## src/rtl/csc_gather_pkg.sv

```systemverilog
// Shared types and constants for the gather scheduler slice.
package csc_gather_pkg;

  localparam int unsigned LANES = 4;
  localparam int unsigned DW    = 6;
  // Wide enough for the largest supported requester count (8).
  localparam int unsigned IDW   = 3;

  typedef logic [DW-1:0]          lane_t;
  typedef lane_t [LANES-1:0]      batch_t;

  typedef enum logic [1:0] {
    RUN,
    DRAIN,
    DONE
  } sched_state_e;

  typedef struct packed {
    logic [IDW-1:0] id;
    batch_t         data;
  } resp_t;

endpackage

```

## src/rtl/csc_gather_fifo.sv

```systemverilog
// First-word-fall-through response FIFO holding {id, batch} entries.
module csc_gather_fifo
  import csc_gather_pkg::*;
#(
  parameter int unsigned DEPTH = 4,
  localparam int unsigned CW = $clog2(DEPTH + 1)
) (
  input  logic          clk,
  input  logic          rst,
  input  logic          push,
  input  resp_t         din,
  input  logic          pop,
  output resp_t         dout,
  output logic [CW-1:0] count,
  output logic          full,
  output logic          empty
);

  localparam int unsigned PW = (DEPTH > 1) ? $clog2(DEPTH) : 1;

  resp_t           mem [DEPTH];
  logic [PW-1:0]   wr_ptr;
  logic [PW-1:0]   rd_ptr;

  function automatic logic [PW-1:0] ptr_next(input logic [PW-1:0] p);
    return (32'(p) == DEPTH - 1) ? '0 : p + 1'b1;
  endfunction

  // Storage, pointers and occupancy; push and pop in one cycle keep count.
  always_ff @(posedge clk or posedge rst) begin
    if (rst) begin
      wr_ptr <= '0;
      rd_ptr <= '0;
      count  <= '0;
      for (int unsigned i = 0; i < DEPTH; i++) mem[i] <= '0;
    end else begin
      if (push) begin
        mem[wr_ptr] <= din;
        wr_ptr      <= ptr_next(wr_ptr);
      end
      if (pop) rd_ptr <= ptr_next(rd_ptr);
      case ({push, pop})
        2'b10:   count <= count + 1'b1;
        2'b01:   count <= count - 1'b1;
        default: count <= count;
      endcase
    end
  end

  assign dout  = mem[rd_ptr];
  assign full  = (count == CW'(DEPTH));
  assign empty = (count == '0);

endmodule

```

## src/rtl/csc_gather_sched.sv

```systemverilog
// Round-robin scheduler sharing one gather datapath among NREQ requesters.
module csc_gather_sched
  import csc_gather_pkg::*;
#(
  parameter int unsigned NREQ   = 2,
  parameter int unsigned LAT    = 1,
  parameter int unsigned FDEPTH = 4,
  localparam int unsigned IW = (NREQ > 1) ? $clog2(NREQ) : 1
) (
  input  logic                        clk,
  input  logic                        rst,
  input  logic [NREQ-1:0]             req_vld,
  input  logic [NREQ*LANES*DW-1:0]    req_data,
  output logic [NREQ-1:0]             req_rdy,
  output logic [LANES*DW-1:0]         g_a,
  input  logic [LANES*DW-1:0]         g_b,
  output logic                        resp_vld,
  input  logic                        resp_rdy,
  output logic [IW-1:0]               resp_id,
  output logic [LANES*DW-1:0]         resp_data,
  input  logic                        flush,
  output logic                        flush_done,
  output logic                        busy
);

  localparam int unsigned BW  = LANES * DW;
  localparam int unsigned IFW = (LAT > 0) ? $clog2(LAT + 1) : 1;
  localparam int unsigned FCW = $clog2(FDEPTH + 1);

  sched_state_e    state, state_nxt;
  logic [IW-1:0]   last_grant;
  logic [IW-1:0]   winner;
  logic            found;
  logic            credit_ok;
  logic            issue;
  logic [LAT-1:0]  tag_vld;
  logic [IW-1:0]   tag_id [LAT];
  logic [IFW-1:0]  inflight;
  logic            push;
  logic            pop;
  resp_t           push_ent;
  resp_t           head;
  logic [FCW-1:0]  fifo_cnt;
  logic            fifo_full;
  logic            fifo_empty;
  logic            id_hi_unused;

  // Round-robin search: first requester above last_grant, else lowest index.
  always_comb begin
    found  = 1'b0;
    winner = '0;
    for (int unsigned j = 0; j < NREQ; j++) begin
      if (!found && req_vld[j] && (j > 32'(last_grant))) begin
        found  = 1'b1;
        winner = IW'(j);
      end
    end
    for (int unsigned j = 0; j < NREQ; j++) begin
      if (!found && req_vld[j]) begin
        found  = 1'b1;
        winner = IW'(j);
      end
    end
  end

  // Registered counts only: a pop in this cycle does not free a credit yet.
  assign credit_ok = (32'(fifo_cnt) + 32'(inflight)) < FDEPTH;
  assign issue     = !rst && (state == RUN) && found && credit_ok;

  // One-hot grant and datapath operand select.
  always_comb begin
    req_rdy = '0;
    g_a     = '0;
    for (int unsigned j = 0; j < NREQ; j++) begin
      if (issue && (winner == IW'(j))) begin
        req_rdy[j] = 1'b1;
        g_a        = req_data[j*BW +: BW];
      end
    end
  end

  // Priority pointer moves to the winner only when a batch is issued.
  always_ff @(posedge clk or posedge rst) begin
    if (rst)        last_grant <= IW'(NREQ - 1);
    else if (issue) last_grant <= winner;
  end

  // Tag pipe tracks requester IDs alongside the gather pipeline.
  always_ff @(posedge clk or posedge rst) begin
    if (rst) begin
      tag_vld <= '0;
      for (int unsigned k = 0; k < LAT; k++) tag_id[k] <= '0;
    end else begin
      tag_vld[0] <= issue;
      tag_id[0]  <= winner;
      for (int unsigned k = 1; k < LAT; k++) begin
        tag_vld[k] <= tag_vld[k-1];
        tag_id[k]  <= tag_id[k-1];
      end
    end
  end

  assign push          = tag_vld[LAT-1];
  assign push_ent.id   = IDW'(tag_id[LAT-1]);
  assign push_ent.data = g_b;
  assign pop           = resp_vld & resp_rdy;

  // Batches issued but not yet captured by the FIFO.
  always_ff @(posedge clk or posedge rst) begin
    if (rst) begin
      inflight <= '0;
    end else begin
      case ({issue, push})
        2'b10:   inflight <= inflight + 1'b1;
        2'b01:   inflight <= inflight - 1'b1;
        default: inflight <= inflight;
      endcase
    end
  end

  csc_gather_fifo #(
    .DEPTH (FDEPTH)
  ) u_fifo (
    .clk   (clk),
    .rst   (rst),
    .push  (push),
    .din   (push_ent),
    .pop   (pop),
    .dout  (head),
    .count (fifo_cnt),
    .full  (fifo_full),
    .empty (fifo_empty)
  );

  assign resp_vld  = !fifo_empty;
  assign resp_id   = fifo_empty ? '0 : IW'(head.id);
  assign resp_data = fifo_empty ? '0 : head.data;
  assign busy      = (inflight != '0) || !fifo_empty;
  // Upper ID bits beyond IW are always zero.
  assign id_hi_unused = ^head.id;

  // State register.
  always_ff @(posedge clk or posedge rst) begin
    if (rst) state <= RUN;
    else     state <= state_nxt;
  end

  // Flush sequencing: stop issuing, wait for empty, pulse done.
  always_comb begin
    state_nxt  = state;
    flush_done = 1'b0;
    case (state)
      RUN:     if (flush) state_nxt = DRAIN;
      DRAIN:   if ((inflight == '0) && fifo_empty) state_nxt = DONE;
      DONE: begin
        flush_done = 1'b1;
        state_nxt  = RUN;
      end
      default: state_nxt = RUN;
    endcase
  end

  // Credits make a push into a full FIFO impossible.
  a_no_overflow: assert property (@(posedge clk) disable iff (rst) !(push && fifo_full))
    else $error("response FIFO overflow");

endmodule

```

## config.mk

```make
export PLATFORM = sky130hd
export DESIGN_NAME = csc_gather_sched
export DESIGN_NICKNAME = d
export VERILOG_FILES = /design/src/rtl/csc_gather_pkg.sv /design/src/rtl/csc_gather_fifo.sv /design/src/rtl/csc_gather_sched.sv
export SDC_FILE = /design/constraint.sdc
export NUM_CORES = 1
export LEC_CHECK = 0
export ABC_AREA = 1
export BUFFER_PORTS_ARGS = -buffer_cell sky130_fd_sc_hd__buf_2
export CORE_ASPECT_RATIO = 2
export CORE_MARGIN = 3
export CORE_UTILIZATION = 25
export CTS_CLUSTER_DIAMETER = 30
export CTS_CLUSTER_SIZE = 16
export DETAILED_ROUTE_END_ITERATION = 6
export PLACE_DENSITY = 0.54
export RECOVER_POWER = 25
export SETUP_SLACK_MARGIN = 0.3
export SLEW_MARGIN = 20
export SYNTH_ARGS = -nofsm -noshare
export SYNTH_HDL_FRONTEND = slang
export SYNTH_SLANG_ARGS = --single-unit
export TNS_END_PERCENT = 10
```

## constraint.sdc

```tcl
create_clock -name clk -period 3.3 [get_ports clk]
set_input_delay 0.33 -clock clk [delete_from_list [all_inputs] [get_ports clk]]
set_output_delay 0.33 -clock clk [all_outputs]
set_load 0.01 [all_outputs]
```

After elaboration in Yosys (flattened, before gate mapping)
Cells that the tools add are included.
{"block": "classes", "add_sub_neg": 7, "magnitude_cmp": 5, "eq_ne": 10, "mux": 25, "bitwise": 5, "reduce_logical": 20}
{"cell": "108-bit bitwise mux", "n": 1}
{"cell": "24-bit two-way mux", "n": 3}
{"cell": "27-bit binary-select mux with 2-bit select", "n": 1}
{"cell": "27-bit demux with 2-bit select", "n": 1}
{"cell": "25-bit two-way mux", "n": 2}
{"cell": "27-bit two-way mux", "n": 1}
{"cell": "2-bit equality test, second input constant", "n": 5}
{"cell": "1-bit logical AND", "n": 10}
{"cell": "1-bit two-way mux", "n": 9}
{"cell": "2-bit two-way mux", "n": 4}
{"cell": "2-bit by 1-bit equality test with 1-bit output, second input constant", "n": 3}
{"cell": "3-bit >= comparator, second input constant", "n": 2}
{"cell": "2-bit inverter with 3-bit output", "n": 2}
{"cell": "3-bit case mux with 2 select lines", "n": 1}
{"cell": "2-bit by 1-bit adder with 2-bit output, second input constant", "n": 2}
{"cell": "3-bit by 1-bit adder with 4-bit output", "n": 1}
{"cell": "1-bit logical NOT", "n": 4}
{"cell": "4-bit by 3-bit < comparator with 1-bit output, second input constant", "n": 1}
{"cell": "2-bit inequality test, second input constant", "n": 2}
{"cell": "2-bit case mux with 2 select lines", "n": 1}
{"cell": "2-bit nonzero test", "n": 2}
{"cell": "3-bit by 1-bit adder with 3-bit output, second input constant", "n": 1}
{"cell": "3-bit logical NOT", "n": 1}
{"cell": "3-bit by 1-bit < comparator with 1-bit output, second input constant", "n": 1}
{"cell": "other kinds (10)", "n": 11}
{"block": "word_totals", "regBits": 121, "out_inout_bits": 54, "elab_cells": 100}

Depth between registers and ports, before layout
Gate-level depths: netlist of run 1.
{"block": "logic_depth", "depth_word": 14, "ltp_mapped": 10, "mapped_depth_nobuf": 10}

Hierarchy
A second synthesis of run 1 with hierarchy kept.
{"block": "unflattened", "cells_unflattened": 805, "hier_area_um2": 6702.7}
{"mod": "csc_gather_fifo", "instances": 1, "cells_each": 627, "area_each_um2": 5703.0, "seq_area_each_um2": 2877.8}
{"mod": "csc_gather_sched", "instances": 1, "cells_each": 178, "area_each_um2": 999.7, "seq_area_each_um2": 151.4}

Worst setup path after synthesis of run 1
OpenSTA, ideal clock, no wires.
{"block": "synth_path", "path_kind": "register to register", "from": "register u_fifo.count[0]", "to": "register u_fifo.count[2]", "setup_time_ns": 0.079, "arrival_ns": 1.748, "required_time_ns": 3.221, "path_slack_ns": 1.473, "stages_incl_launch_ff": 11, "n_path_buf": 0, "synth_period_minus_slack_ns": 1.827, "path_cell_list": "dfrtp_1 -> inv_2 -> nand3_2 -> nand2_1 -> inv_1 -> ha_1 -> inv_1 -> fa_1 -> or2_2 -> nand2_1 -> xor2_1"}
{"block": "synth_via", "elab_chain_cells": 5, "word_cells_on_any_way": 9, "cone_classes": "2 x add/sub; 2 x eq/ne; 1 x mux; 1 x bitwise; 3 x reduce/logical"}
{"item": "start, declared", "line_no": "csc_gather_fifo.sv:14", "rtl": "output logic [CW-1:0] count,"}
{"item": "start signal, assigned", "line_no": "csc_gather_fifo.sv:43", "rtl": "2'b10: count <= count + 1'b1;"}
{"item": "start signal, assigned", "line_no": "csc_gather_fifo.sv:44", "rtl": "2'b01: count <= count - 1'b1;"}
{"item": "start signal, assigned", "line_no": "csc_gather_fifo.sv:45", "rtl": "default: count <= count;"}
{"item": "3-bit logical NOT *", "line_no": "csc_gather_fifo.sv:52", "rtl": "assign empty = (count == '0);"}
{"item": "1-bit logical NOT *", "line_no": "csc_gather_sched.sv:135", "rtl": "assign resp_vld = !fifo_empty;"}
{"item": "net resp_vld", "line_no": "csc_gather_sched.sv:17", "rtl": "output logic resp_vld,"}
{"item": "1-bit bitwise AND *", "line_no": "csc_gather_sched.sv:106", "rtl": "assign pop = resp_vld & resp_rdy;"}
{"item": "2-bit by 1-bit equality test with 1-bit output or 2-bit equality test (tied branches)", "line_no": "csc_gather_fifo.sv:42", "rtl": "case ({push, pop})"}
{"item": "3-bit case mux with 2 select lines or 2-bit nonzero test (tied branches)"}
Mark *: on every way through the listed nets, which the timed path passes. The rest lies on a longest branch.
A chain may end at the register's enable or synchronous reset.

Worst setup path after layout of run 1
{"block": "layout_path", "from": "register u_fifo.rd_ptr[0]", "to": "output port resp_data[2]"}
{"block": "layout_via", "elab_chain_cells": 5}
{"item": "start, declared", "line_no": "csc_gather_fifo.sv:23", "rtl": "logic [PW-1:0] rd_ptr;"}
{"item": "start signal, assigned", "line_no": "csc_gather_fifo.sv:41", "rtl": "if (pop) rd_ptr <= ptr_next(rd_ptr);"}
{"item": "2-bit inverter with 3-bit output (implied by the code)", "line_no": "csc_gather_fifo.sv:50", "rtl": "assign dout = mem[rd_ptr];"}
{"item": "27-bit binary-select mux with 2-bit select", "line_no": "csc_gather_fifo.sv:50"}
{"item": "25-bit two-way mux (implied by the code) (2 in a row)", "line_no": "csc_gather_fifo.sv:50"}
{"item": "24-bit two-way mux", "line_no": "csc_gather_sched.sv:137", "rtl": "assign resp_data = fifo_empty ? '0 : head.data;"}
{"item": "end, declared", "line_no": "csc_gather_sched.sv:20", "rtl": "output logic [LANES*DW-1:0] resp_data,"}
Every way passes these cells. The select of a mux whose other input is x is not followed.

==> out/metrics.yaml, run 1 <==
hold_buffers: 0
cts.sinks: 113
place_ws_ns: 1.223
dieArea_mm2: 0.02451
grt_pass1_vias: 5044
clk_path_buf_depth: 2
grt_overflow_total: 0
min_to: "state[0]$_DFFE_PP0P_"
worstHoldStart: "flush"
drcViolationCount: 0
fin_cells: 1100
htreeDepth: 4
stdcell_area_mm2: 0.006927
yosysWarnings: 0
fmaxAchievable_mhz: 410.9
rsz0062_at_grt: "false"
cts_resized: 0
rr_startpoint: "u_fifo.count[0]$_DFFE_PP0P_"
yosys_register_bits: 113
peakVddDrop_v: 0.0003252
port_buffers: 131
cp.required_ns: 2.97
ant_nets: 0
place_area_mm2: 0.006390
cts_tree: "built"
place_congestion: 0.7333
period_needed_ns: 2.433
finalHoldViolations: 0
grt_max_degree: 70
worstReg2RegEnd: "u_fifo.count[2]$_DFFE_PP0P_"
antenna_found_initial: 0
worst_pin_slew_ns: 2.434
layout-drive-gt1-share_pct: 21.72
crit_type: "flip-flop to output port"
core-area_mm2: 0.02216
crit_path_end_kind: "output port"
synth_top_area_share_pct: 49.68
grt_pass1_wl_mm: 25.49
violations: "max-capacitance violations, max-slew violations"
num_rows: 77
clock_skew_ns: 0.007741
power_density_mw_per_mm2: 992.8
crit_path_max_fanout: 51
syn_avg_cell_area_um2: 7.980
arrival_ns: 2.10
start_util_pct: 25.46
rrSetupSlack_ns: 1.30
vias_per_cell: 4.521
setup_viol: 0
dr_total_vias: 4973
routed_wl_mm: 15.55
syn_inst: 707
hold_path_depth: 3
start_kind: "flip-flop"
nNetsFinal: 896
period_share_pct: 73.74
drt_first_iter_violations: 234
fin_total_pwr_w: 0.006877
drv_slew: 115
yosysTopAreaCell: "dfrtp_1"
diodes: 0
dp_hpwl_mm: 10.36
cap_violations: 2
p_leak_nw: 3.543
synth_nets: 792
reg2reg_depth: 10
firstDrtPassIters: 4
path_clk_slew_ns: 0.05
min_path_type: "input pin to flip-flop"
die_w_um: 112.2
synthTopCellsByArea: "dfrtp_1 (50%), o21ai_0 (11%), nand2_1 (9.6%)"
post_cts_buffers: 0
cts_root_buf: "clkbuf_16"
setup_tns_ns: 0
wl_per_cell_um: 14.13
setup_ws_ns: 0.8665
grt_usage_pct: 13.09
startpoint: "u_fifo.rd_ptr[0]$_DFFE_PP0N_"
yosysUniqueCellTypes: 28
area_growth_syn_to_layout_pct: 22.78
dp_cells: 1068
ios: 132
numCtsBuffers: 17
die_y_um: 218.4
syn_area_mm2: 0.005642
status: "complete, but fails checks"
slew_headroom_pct: -62.28
insertion_delay_ns: 0.41
ys_seq_area_share_pct: 50.14
[Yosys cell counts]
master,count
nand4_1,24
nand3b_1,1
ha_1,6
nor2_8,1
clkbuf_1,7
clkbuf_2,4
nand2_2,2
o21ai_0,124
dfstp_2,1
a21oi_1,27
nor2_4,2
xor2_1,2
nor2_1,105
fa_1,1
buf_6,9
dfrtp_1,112
buf_2,25
o21ai_1,31
nand3_1,24
nor3_1,1
or2_2,1
buf_4,6
or2_1,2
nand2_1,145
inv_1,36
nand3_2,1
xnor2_1,1
inv_2,6
[worst max-delay path by stage]
stage	to	slack [ns]	cells past startpoint
global route	u_fifo.mem[65]$_DFFE_PP0P_	0.54	3
global placement	resp_data[2]	1.22	4
CTS	resp_data[2]	0.77	4
floorplan	u_fifo.count[2]$_DFFE_PP0P_	1.47	10
finish	resp_data[2]	0.87	4
detailed placement	resp_data[2]	1.22	4
[placed cells by master, fill, tap and decap left out, types with 2 or more instances in the layout]
| cell | instances |
|---|---|
| a21oi_1 | 27 |
| buf_2 | 130 |
| buf_4 | 3 |
| bufinv_16 | 2 |
| clkbuf_1 | 9 |
| clkbuf_16 | 17 |
| clkbuf_8 | 2 |
| clkinv_2 | 4 |
| dfrtp_1 | 111 |
| ha_1 | 6 |
| inv_1 | 35 |
| inv_2 | 6 |
| nand2_1 | 141 |
| nand2_2 | 6 |
| nand3_1 | 24 |
| nand4_1 | 24 |
| nor2_1 | 105 |
| nor2_4 | 2 |
| o21ai_0 | 124 |
| o21ai_1 | 31 |
| or2_1 | 2 |
| xor2_1 | 2 |
[state kept, by name, indices dropped and copies added, names as in the netlist]
name           cells
tag_id             1
push               1
u_fifo.mem       100
u_fifo.count       3
u_fifo.wr_ptr      2
last_grant         1
inflight           1
u_fifo.rd_ptr      2
state              2
[layer usage]
metal / wire length [µm] / share of wire (%) / track usage, % / up-vias
met5: 0 / 0 / 0 / -
met4: 352 / 2.3 / 5.415 / 0
met3: 753 / 4.8 / 3.519 / 18
met2: 8587 / 55 / 24.43 / 116
met1: 5853 / 38 / 13.60 / 2319
li1: - / - / - / 2520
[critical path: stages, from the launching register on]
cell	delay, ns
dfrtp_2	0.40
inv_2	0.62
o21ai_0	0.31
a21oi_1	0.20
buf_2	0.15
[metrics by stage]
| stage | utilization, % | hold slack (ns) |
|---|---|---|
| 3_3_place_gp | 28.84 | 0.4603 |
| 4_1_cts | 31.36 | 0.03537 |
| 5_1_grt | 31.26 | 0.1167 |
| 6_report | 31.26 | 0.1284 |
| 2_1_floorplan | - | 0.4440 |
| 3_5_place_dp | 28.84 | 0.4677 |
[power breakdown]
part	internal, W	switching [W]	total, W	leakage [nW]
clock network	0.00114	0.000604	0.00175	0.276
registers	0.00207	0.000363	0.00243	1.27
logic	0.00100	0.00169	0.00270	1.99
total	0.00422	0.00266	0.00688	3.54
[cells by family after synthesis]
logic type      count (synthesis)  synth area share, %
simple gates                  309                23.13
compound gates                182                16.15
flops                         113                50.14
buf+inv                        93                8.428
fa+ha+maj                       7                1.685
xor+xnor                        3               0.4658
[layout make-up]
| type | count | area (µm²) |
|---|---|---|
| flip-flops and latches | 113 | 2830 |
| clock inverters | 6 | 80.08 |
| multi-input cells | 501 | 2347 |
| fillers | 2463 | 15230 |
| well taps | 276 | 345.3 |
| repair buffers | 136 | 685.7 |
| clock buffers | 26 | 479.2 |
| inverters | 42 | 158.9 |
(Power assumes the default switching activity.)
==> run 2, diff against run 1 <==
Settings changed: ABC_AREA 1 to 0, PLACE_DENSITY 0.54 to 0.52.
Clock period 3.3 ns to 2.4 ns, I/O delays scaled along.
==> out/metrics.yaml, run 2 <==
setup_viol: 0  # unchanged
synth_fa_ha_area_share_pct: 1.714  # +0.029 points
yosys_most_used_dff: "dfrtp_1"
switching_power_w: 0.002564  # -3.6%
dr_total_vias: 3881  # -22%
antenna_found_initial: 2  # +2
register_area_mm2: 0.002831  # about the same
period_share_pct: 85.43
num_rows: 76  # -1.3%
cts_root_buf: "clkbuf_16"
peakVddDrop_v: 0.0003999  # +23%
wl_per_cell_um: 16.30  # +15%
multi_input_area_mm2: 0.002532  # +7.9%
synth_nets: 500  # -37%
finalHoldViolations: 0  # unchanged
p_seq_share_pct: 33.9  # -1.4 points
grt_pass1_vias: 4393  # -13%
yosysTopAreaCell: "dfrtp_1"
min_to: "last_grant$_DFFE_PP1P_"
switching_share_pct: 30.15  # -8.5 points
cp.required_ns: 2.16  # -0.81 ns
setup_tns_ns: 0  # unchanged
synth-edff-count: 0  # unchanged
fin_total_pwr_w: 0.008504  # +24%
grt_pass1_wl_mm: 22.67  # -11%
regMostFlops: "u_fifo.mem"
rrSetupSlack_ns: 0.47  # -0.83 ns
dieArea_mm2: 0.02412  # -1.6%
synth_top_family_by_area: "multiplexers"
synthXorXnorAreaFrac_pct: 0.7895  # +0.32 points
dp_hpwl_mm: 10.20  # -1.5%
drcViolationCount: 0  # unchanged
largest_reg_flops: 100  # unchanged
ys_seq_area_share_pct: 51.00  # +0.86 points
holdWs_ns: 0.04432  # -0.08407 ns
synth_top_area_share_pct: 50.53  # +0.85 points
start_kind: "flip-flop"
rsz0062_at_grt: "true"
worst_pin_slew_ns: 1.593  # -0.8413 ns
syn_inst: 415  # -41%
ant_nets: 0  # unchanged
slew_headroom_pct: -6.778  # +55 points
layout_commonest_cell: "buf_2"
cp_slowest_cell: "mux4_2"
grt_overflow_total: 0  # unchanged
violations: "max-capacitance violations, max-slew violations"
cts_tree: "built"
reg2reg_depth: 6  # -4
combinationalPowerShare_pct: 37.3  # -2.0 points
nFillCells: 2144  # -13%
period_needed_ns: 2.050
grt_max_degree: 35  # -50%
place_congestion: 0.7783  # +6.1%
final_cell_mix: "buf_2 (130), dfrtp_1 (110), mux2_2 (100), nand2_1 (30), nand3_1 (26)"
min_path_type: "input pin to flip-flop"
yosysWarnings: 0  # unchanged
start_util_pct: 25.58  # +0.12 points
syn_avg_cell_area_um2: 13.37  # +67%
core-area_mm2: 0.02168  # -2.2%
clock_skew_ns: 0.005378  # -0.002363 ns
synth_simple_gate_area_share_pct: 8.730  # -14 points
diodes: 0  # unchanged
synthMuxAreaShare_pct: 31.18  # +31 points
yosysUniqueCellTypes: 32  # +14%
yosysMostFrequentCell: "dfrtp_1"
drv_slew: 35  # -70%
drt_first_iter_violations: 98  # -58%
power_density_mw_per_mm2: 1169  # +18%
worstHoldStart: "req_vld[0]"
cap_violations: 1  # -1
status: "complete, but fails checks"
crit_chain: "buf_12 -> mux4_2 -> and2_1 -> buf_2"
power_frac_clock_pct: 28.8  # +3.4 points
cts.sinks: 113  # unchanged
insertion_delay_ns: 0.41  # about the same
path_clk_slew_ns: 0.05  # about the same
yosys_register_bits: 113  # unchanged
nNetsFinal: 654  # -27%
synthTopCellsByArea: "dfrtp_1 (51%), mux2_2 (20%), mux4_2 (10%)"
synthArstFlopShare_pct: 100.0  # unchanged
p_int_w: 0.005939  # +41%
routed_wl_mm: 13.94  # -10%
firstDrtPassIters: 4  # unchanged
numCtsBuffers: 17  # unchanged
syn_area_mm2: 0.005547  # -1.7%
die_y_um: 216.6  # -0.82%
port_buffers: 131  # unchanged
grt_usage_pct: 11.96  # -1.1 points
fmaxAchievable_mhz: 487.7
die_w_um: 111.3  # -0.80%
crit_path_max_fanout: 14  # -73%
crit_path_end_kind: "output port"
layout-drive-gt1-share_pct: 57.04  # +35 points
crit_type: "flip-flop to output port"
synth_compound_area_share_pct: 2.933  # -13 points
area_growth_syn_to_layout_pct: 31.15
arrival_ns: 1.81  # -0.29 ns
reg_top3: "u_fifo.mem: 100 flops, u_fifo.count: 3 flops"
htreeDepth: 4  # unchanged
p_leak_nw: 3.244  # -8.4%
rr_startpoint: "u_fifo.count[0]$_DFFE_PP0P_"
vias_per_cell: 4.539  # +0.40%
hold_path_depth: 2  # -1
worstReg2RegEnd: "u_fifo.count[1]$_DFFE_PP0P_"
ios: 132  # unchanged
clk_path_buf_depth: 2  # unchanged
synth_common_cells: "dfrtp_1 (112), mux2_2 (100), nand2_1 (30)"
cp_slowest_stage_delay_ns: 0.52  # -0.10 ns
[run 2: cell types whose count changed in the layout (fill, tap and decap cells not counted), moves of 27 or more]
| cell | previous run | this run |
|---|---|---|
| o21ai_0 | 124 | 2 |
| nand2_1 | 141 | 30 |
| mux2_2 | 0 | 100 |
| nor2_1 | 105 | 5 |
| o21ai_1 | 31 | 0 |
| inv_1 | 35 | 8 |
[run 2: stage by stage]
step	std cells	util, %	setup WS, ns	area (µm²)
after floorplan	415	-	0.4916	5550
after global placement	812	30.29	0.5325	6568
after detailed placement	812	30.29	0.5072	6568
after CTS	845	33.17	0.2563	7192
after global routing	855	33.55	0.2614	7274
final	855	33.55	0.3496	7274
[run 2: timing repair]
| action | in CTS | in global routing |
|---|---|---|
| setup endpoints to repair | 44 | 47 |
| pin swaps | 1 | 0 |
| buffers inserted | 1 | 10 |
| hold buffers | 0 | 0 |
| resized for setup | 10 | 12 |
| gates cloned | 0 | 0 |
[run 2: power groups by stage]
stage / logic (W) / registers [W] / clock network (W)
finish: 0.00317 / 0.00289 / 0.00245
global placement: 0.00296 / 0.00283 / 0
global route: 0.00349 / 0.00297 / 0.00259
CTS: 0.00307 / 0.00288 / 0.00252
floorplan: 0.00222 / 0.00278 / 0
detailed placement: 0.00302 / 0.00290 / 0
[run 2: routing by layer]
metal / global-route usage, % / up-vias / wire, µm
met2: 23.10 / 126 / 7959
met3: 3.241 / 14 / 705
li1: - / 1797 / -
met4: 4.141 / 4 / 210
met5: 0 / - / 25
met1: 12.12 / 1940 / 5036
[run 2: cell families after synthesis]
logic type	count (synthesis)
and+or+nand+nor	94
buffers and inverters	38
DFF	113
adders and majority gates	7
muxes	128
xor gates and xnor gates	5
AOI/OAI and AO/OA	30
[run 2: final cells by class]
| cell class | count | area share, % |
|---|---|---|
| flip-flops and latches | 113 | 38.92 |
| multi-input cells | 264 | 34.81 |
| repair buffers | 163 | 13.02 |
| clock buffers | 19 | 6.089 |
| well taps | 273 | 4.696 |
| clock inverters | 13 | 1.909 |
| inverters | 10 | 0.5504 |
[run 2: critical path, delay by kind of cell (launching register included)]
family | cells | cell delay (ns)
flops | 1 | 0.40
buf+inv | 2 | 0.31
mux | 1 | 0.52
simple gates | 1 | 0.17
[run 2: how the worst max path moves through the flow]
stage / start / end / slack, ns
2_1_floorplan: u_fifo.count[0]$_DFFE_PP0P_ / u_fifo.count[2]$_DFFE_PP0P_ / 0.49
3_3_place_gp: u_fifo.count[0]$_DFFE_PP0P_ / u_fifo.count[2]$_DFFE_PP0P_ / 0.53
3_5_place_dp: u_fifo.count[0]$_DFFE_PP0P_ / u_fifo.count[2]$_DFFE_PP0P_ / 0.51
4_1_cts: u_fifo.rd_ptr[0]$_DFFE_PP0N_ / resp_data[1] / 0.26
5_1_grt: u_fifo.rd_ptr[0]$_DFFE_PP0N_ / resp_data[1] / 0.26
6_report: u_fifo.rd_ptr[0]$_DFFE_PP0N_ / resp_data[8] / 0.35
